--- src/rtl/wormhole_switch_buf.sv ---
// Wormhole demux switch: routes one upstream flit stream onto PORTS buffered outputs.
// A head flit locks the path until its tail; invalid-destination packets are dropped and counted.
module wormhole_switch_buf #(
    parameter int WIDTH    = 32,
    parameter int PORTS    = 4,
    parameter int DEPTH    = 4,
    parameter int DEST_LSB = 0,
    parameter int CNT_W    = 8
) (
    input  logic                         clk,
    input  logic                         reset,
    input  logic                         gen_enable,
    input  logic                         req_up_i,
    input  logic [WIDTH-1:0]             Data_up_i,
    output logic                         ack_up_o,
    output logic [PORTS-1:0]             req_dw_o,
    output logic [PORTS-1:0][WIDTH-1:0]  Data_dw_o,
    input  logic [PORTS-1:0]             ack_dw_i,
    input  logic [PORTS-1:0]             Tailpassed_dw_i,
    output logic [CNT_W-1:0]             drop_cnt_o
);

    localparam int DW = $clog2(PORTS);
    localparam int AW = $clog2(DEPTH);
    localparam logic [DW:0] PORTS_V = PORTS[DW:0];
    localparam logic [AW:0] DEPTH_V = DEPTH[AW:0];
    localparam logic [1:0] T_HEAD = 2'b10;
    localparam logic [1:0] T_TAIL = 2'b01;

    typedef enum logic [1:0] {IDLE, FWD, DROP} state_t;

    state_t          state, state_nxt;
    logic [DW-1:0]   port_q, port_nxt;
    logic [1:0]      up_type;
    logic [DW-1:0]   dest;
    logic            dest_ok, dest_full, fwd_full;
    logic            wr_do, drop_inc;
    logic [DW-1:0]   wr_sel;
    logic [PORTS-1:0] wr_en, full;

    assign up_type = Data_up_i[WIDTH-1 -: 2];
    assign dest    = Data_up_i[DEST_LSB +: DW];
    assign dest_ok = ({1'b0, dest} < PORTS_V);

    // Decoded lookups avoid indexing past PORTS when the dest field can exceed it
    always_comb begin
        dest_full = 1'b0;
        fwd_full  = 1'b0;
        wr_en     = '0;
        for (int i = 0; i < PORTS; i++) begin
            if (dest == i[DW-1:0])   dest_full = full[i];
            if (port_q == i[DW-1:0]) fwd_full  = full[i];
            if (wr_sel == i[DW-1:0]) wr_en[i]  = wr_do;
        end
    end

    always_comb begin
        ack_up_o  = 1'b0;
        wr_do     = 1'b0;
        wr_sel    = dest;
        drop_inc  = 1'b0;
        state_nxt = state;
        port_nxt  = port_q;
        if (!reset) begin
            case (state)
                IDLE: begin
                    if (up_type[1]) begin
                        if (dest_ok) begin
                            ack_up_o = gen_enable & ~dest_full;
                            if (req_up_i && ack_up_o) begin
                                wr_do = 1'b1;
                                if (up_type == T_HEAD) begin
                                    state_nxt = FWD;
                                    port_nxt  = dest;
                                end
                            end
                        end else begin
                            ack_up_o = gen_enable;
                            if (req_up_i && ack_up_o) begin
                                drop_inc = 1'b1;
                                if (up_type == T_HEAD) state_nxt = DROP;
                            end
                        end
                    end else begin
                        // Stray body/tail outside a packet is swallowed
                        ack_up_o = 1'b1;
                    end
                end
                FWD: begin
                    ack_up_o = ~fwd_full;
                    wr_sel   = port_q;
                    if (req_up_i && ack_up_o) begin
                        wr_do = 1'b1;
                        if (up_type == T_TAIL) state_nxt = IDLE;
                    end
                end
                DROP: begin
                    ack_up_o = 1'b1;
                    if (req_up_i && up_type == T_TAIL) state_nxt = IDLE;
                end
                default: state_nxt = IDLE;
            endcase
        end
    end

    always_ff @(posedge clk or posedge reset) begin
        if (reset) begin
            state      <= IDLE;
            port_q     <= '0;
            drop_cnt_o <= '0;
        end else begin
            state  <= state_nxt;
            port_q <= port_nxt;
            if (drop_inc && drop_cnt_o != {CNT_W{1'b1}})
                drop_cnt_o <= drop_cnt_o + 1'b1;
        end
    end

    for (genvar g = 0; g < PORTS; g++) begin : g_port
        logic [WIDTH-1:0] mem [DEPTH];
        logic [AW-1:0]    wr_ptr, rd_ptr;
        logic [AW:0]      count;
        logic             busy, empty, rd_en;

        assign full[g]      = (count == DEPTH_V);
        assign empty        = (count == '0);
        assign Data_dw_o[g] = mem[rd_ptr];
        // A head waits until downstream reports the previous tail has passed
        assign req_dw_o[g]  = ~empty & ~(mem[rd_ptr][WIDTH-1] & busy);
        assign rd_en        = req_dw_o[g] & ack_dw_i[g];

        always_ff @(posedge clk or posedge reset) begin
            if (reset) begin
                wr_ptr <= '0;
                rd_ptr <= '0;
                count  <= '0;
                busy   <= 1'b0;
            end else begin
                if (wr_en[g]) wr_ptr <= wr_ptr + 1'b1;
                if (rd_en)    rd_ptr <= rd_ptr + 1'b1;
                case ({wr_en[g], rd_en})
                    2'b10:   count <= count + 1'b1;
                    2'b01:   count <= count - 1'b1;
                    default: count <= count;
                endcase
                if (rd_en && mem[rd_ptr][WIDTH-1 -: 2] == T_HEAD)
                    busy <= 1'b1;
                else if (Tailpassed_dw_i[g])
                    busy <= 1'b0;
            end
        end

        always_ff @(posedge clk) begin
            if (wr_en[g]) mem[wr_ptr] <= Data_up_i;
        end
    end

endmodule

--- config.mk ---
export PLATFORM = sky130hd
export DESIGN_NAME = wormhole_switch_buf
export DESIGN_NICKNAME = d
export VERILOG_FILES = /design/src/rtl/wormhole_switch_buf.sv
export SDC_FILE = /design/constraint.sdc
export NUM_CORES = 1
export LEC_CHECK = 0
export BUFFER_PORTS_ARGS = -buffer_cell sky130_fd_sc_hd__buf_2
export CAP_MARGIN = 40
export CORE_ASPECT_RATIO = 0.7
export CORE_MARGIN = 3
export CORE_UTILIZATION = 35
export DETAILED_ROUTE_END_ITERATION = 10
export PLACE_DENSITY_LB_ADDON = 0.1
export SLEW_MARGIN = 5
export SYNTH_ARGS = -nofsm -noshare
export SYNTH_HDL_FRONTEND = slang
export SYNTH_SLANG_ARGS = --single-unit
--- constraint.sdc ---
create_clock -name clk -period 7.3 [get_ports clk]
set_clock_uncertainty 0.05 [all_clocks]
set_input_delay 1.46 -clock clk [delete_from_list [all_inputs] [get_ports clk]]
set_output_delay 1.46 -clock clk [all_outputs]
set_load 0.1 [all_outputs]
==> qor.csv <==
metric,value,unit
yosys.area.top_type,edfxtp_1,
crit_path_start,g_port[3].rd_ptr[0],
synth_edf_count,512,
synth_area_leaders,"edfxtp_1 (74%), mux4_2 (14%), dfrtp_1 (4.2%), ha_1 (1.2%), inv_1 (0.72%)",
ys_ff_latch,547,
place_congestion,0.6861,
n_antenna_cell,0,
clkLatencyLatePin,0.59,ns
cts_tree,done,
core,0.05852,mm^2
fmax,212.1,MHz
endpoint_kind,primary output,
hp-class,flip-flop to flip-flop,
required,5.79,ns
fill_cells,5201,
antenna_found_initial,0,
tns,0,ns
clkSlewWorstSetupHoldPaths,0.06,ns
initial_core_util,0.3554,
placed_area,0.02291,mm^2
yosysMostFrequentCell,edfxtp_1,
htreeDepth,2,
worstReg2RegStart,g_port[3].rd_ptr[0],
track_usage,0.1566,
synth_async_sr_flop_share,0.06399,
fin_crit,4.716,ns
ctsResizeCount,0,
die_h,210.0,um
finalSetupViolCount,0,
postLayoutCoreUtil,0.4201,
yosys-top-cells-count,"edfxtp_1 (512), mux4_2 (128), inv_1 (40)",
grt_pass1_wl,70900,um
routed_wl,48510,um
drive_gt1_frac,0.3830,
synth_top_area_frac,0.7393,
first_pass_iters,4,
cts.sinks,547,
clockRootBuffer,clkbuf_16,
critical_path_class,flip-flop to primary output,
synth_area,0.02080,mm^2
slew_headroom,0.4713,
dpl.hpwl,30850,um
rr_worst_depth,11,
grt_max_degree,39,
finalNetCount,1189,
post-cts-setup-buffer-count,0,
ys_seq_area_frac,0.7814,
hold_buffers,0,
hold_viol,0,
ys_types,46,
syn_avg_cell_area,23.13,um^2
stdcell_area,0.02458,mm^2
num_vias,9445,
hold_depth,1,
antenna_left,0,
maxCapViolCount,0,
pin_count,185,
syn2layout_area_growth,18.20,%
tightestPinTransition,0.7931,ns
status,finished clean,
globalRouteOverflowTotal,0,
rsz0062_at_grt,no,
cts_buffers,54,
viasPerCell,4.819,
drt-wirelength-per-cell,24.75,um
critical_path_peak_fanout,19,
slew_violations,0,
holdCritStartpoint,g_port[2].count[2],
ys_warn_count,0,
dieArea,0.06243,mm^2
drtIter0Drc,658,
clockBufferDepth,3,
seq_area,0.01626,mm^2
whs,0.4682,ns
fin_crit_sh,0.6460,
drc_errors,0,
cp-start-kind,flip-flop,
row_count,74,
first_global_vias,9805,
synthFlopType,edfxtp_1,
arrival,3.21,ns
die_width,297.4,um
multi_input_area,0.004222,mm^2
synth_cells,899,
port_buffers,176,
==> cells in the final DEF, fill, tap and decap left out, drive strengths merged, types with 5 or more instances in the layout <==
cell	synthesis	layout
edfxtp	512	512
xor2	8	8
nand2	14	14
clkinv	0	19
buf	25	201
nor2	9	9
dfrtp	35	35
nor3	5	5
conb	1	8
mux2	6	6
xnor2	16	16
clkbuf	17	68
inv	40	42
ha	20	20
and2	16	16
mux4	128	128
==> metrics by stage <==
stage | instances | setup WS, ns
after detailed placement | 1863 | 2.719
after floorplan | 906 | 1.795
after CTS | 1960 | 2.443
after global routing | 1960 | 2.354
after global placement | 1851 | 2.752
final | 1960 | 2.584
==> layout make-up <==
type | count | area share
Clock buffer | 68 | 0.05797
Tap cell | 798 | 0.04062
Timing Repair Buffer | 201 | 0.05202
Multi-Input combinational cell | 277 | 0.1717
Inverter | 40 | 0.006108
Clock inverter | 29 | 0.01008
Sequential cell | 547 | 0.6615
==> state kept, by name, indices dropped and copies added, names as in the netlist <==
name           count
g_port.mem       512
g_port.count      12
g_port.rd_ptr      8
g_port.wr_ptr      8
g_port.busy        4
port_q             2
state              1
==> worst paths after layout <==
| kind | slack (ns) | end |
|---|---|---|
| max reg2reg | 3.73 | g_port[3].count[2] |
| max | 2.58 | req_dw_o[3] |
| max in group asynchronous | 5.85 | g_port[3].rd_ptr[1] |
| min reg2reg | 0.47 | g_port[2].count[2] |
| min | 0.47 | g_port[2].count[2] |
| min in group asynchronous | 0.97 | port_q[1] |
==> kinds of logic (layout without fill, tap and decap cells) <==
| kind of cell | Yosys count | after routing | synth area share |
|---|---|---|---|
| DFF | 547 | 547 | 0.7814 |
| muxes | 138 | 138 | 0.1449 |
| buffers and inverters | 82 | 338 | 0.01763 |
| and+or+nand+nor | 62 | 62 | 0.01961 |
| adders and majority gates | 24 | 24 | 0.01588 |
| xor gates and xnor gates | 24 | 24 | 0.01011 |
| AOI/OAI and AO/OA | 21 | 21 | 0.01035 |
| other | 1 | 8 | 0.0001803 |
==> metal layers <==
layer	share of wire	global-route usage	vias to the layer above	routed length, um
li1	-	-	4115	-
met1	0.49	0.2398	5068	23860
met2	0.45	0.2329	194	21780
met3	0.041	0.03007	66	2004
met4	0.015	0.03422	2	751
met5	0.0023	0.01265	-	113
==> critical path, stage by stage (launching register included) <==
cell,delay [ns]
dfrtp_2,0.81
buf_4,0.51
mux4_2,0.62
a21oi_1,0.20
buf_2,0.46
Power is not shown: default switching activity piles up to over one toggle a cycle in this logic, so the estimate is an artifact.
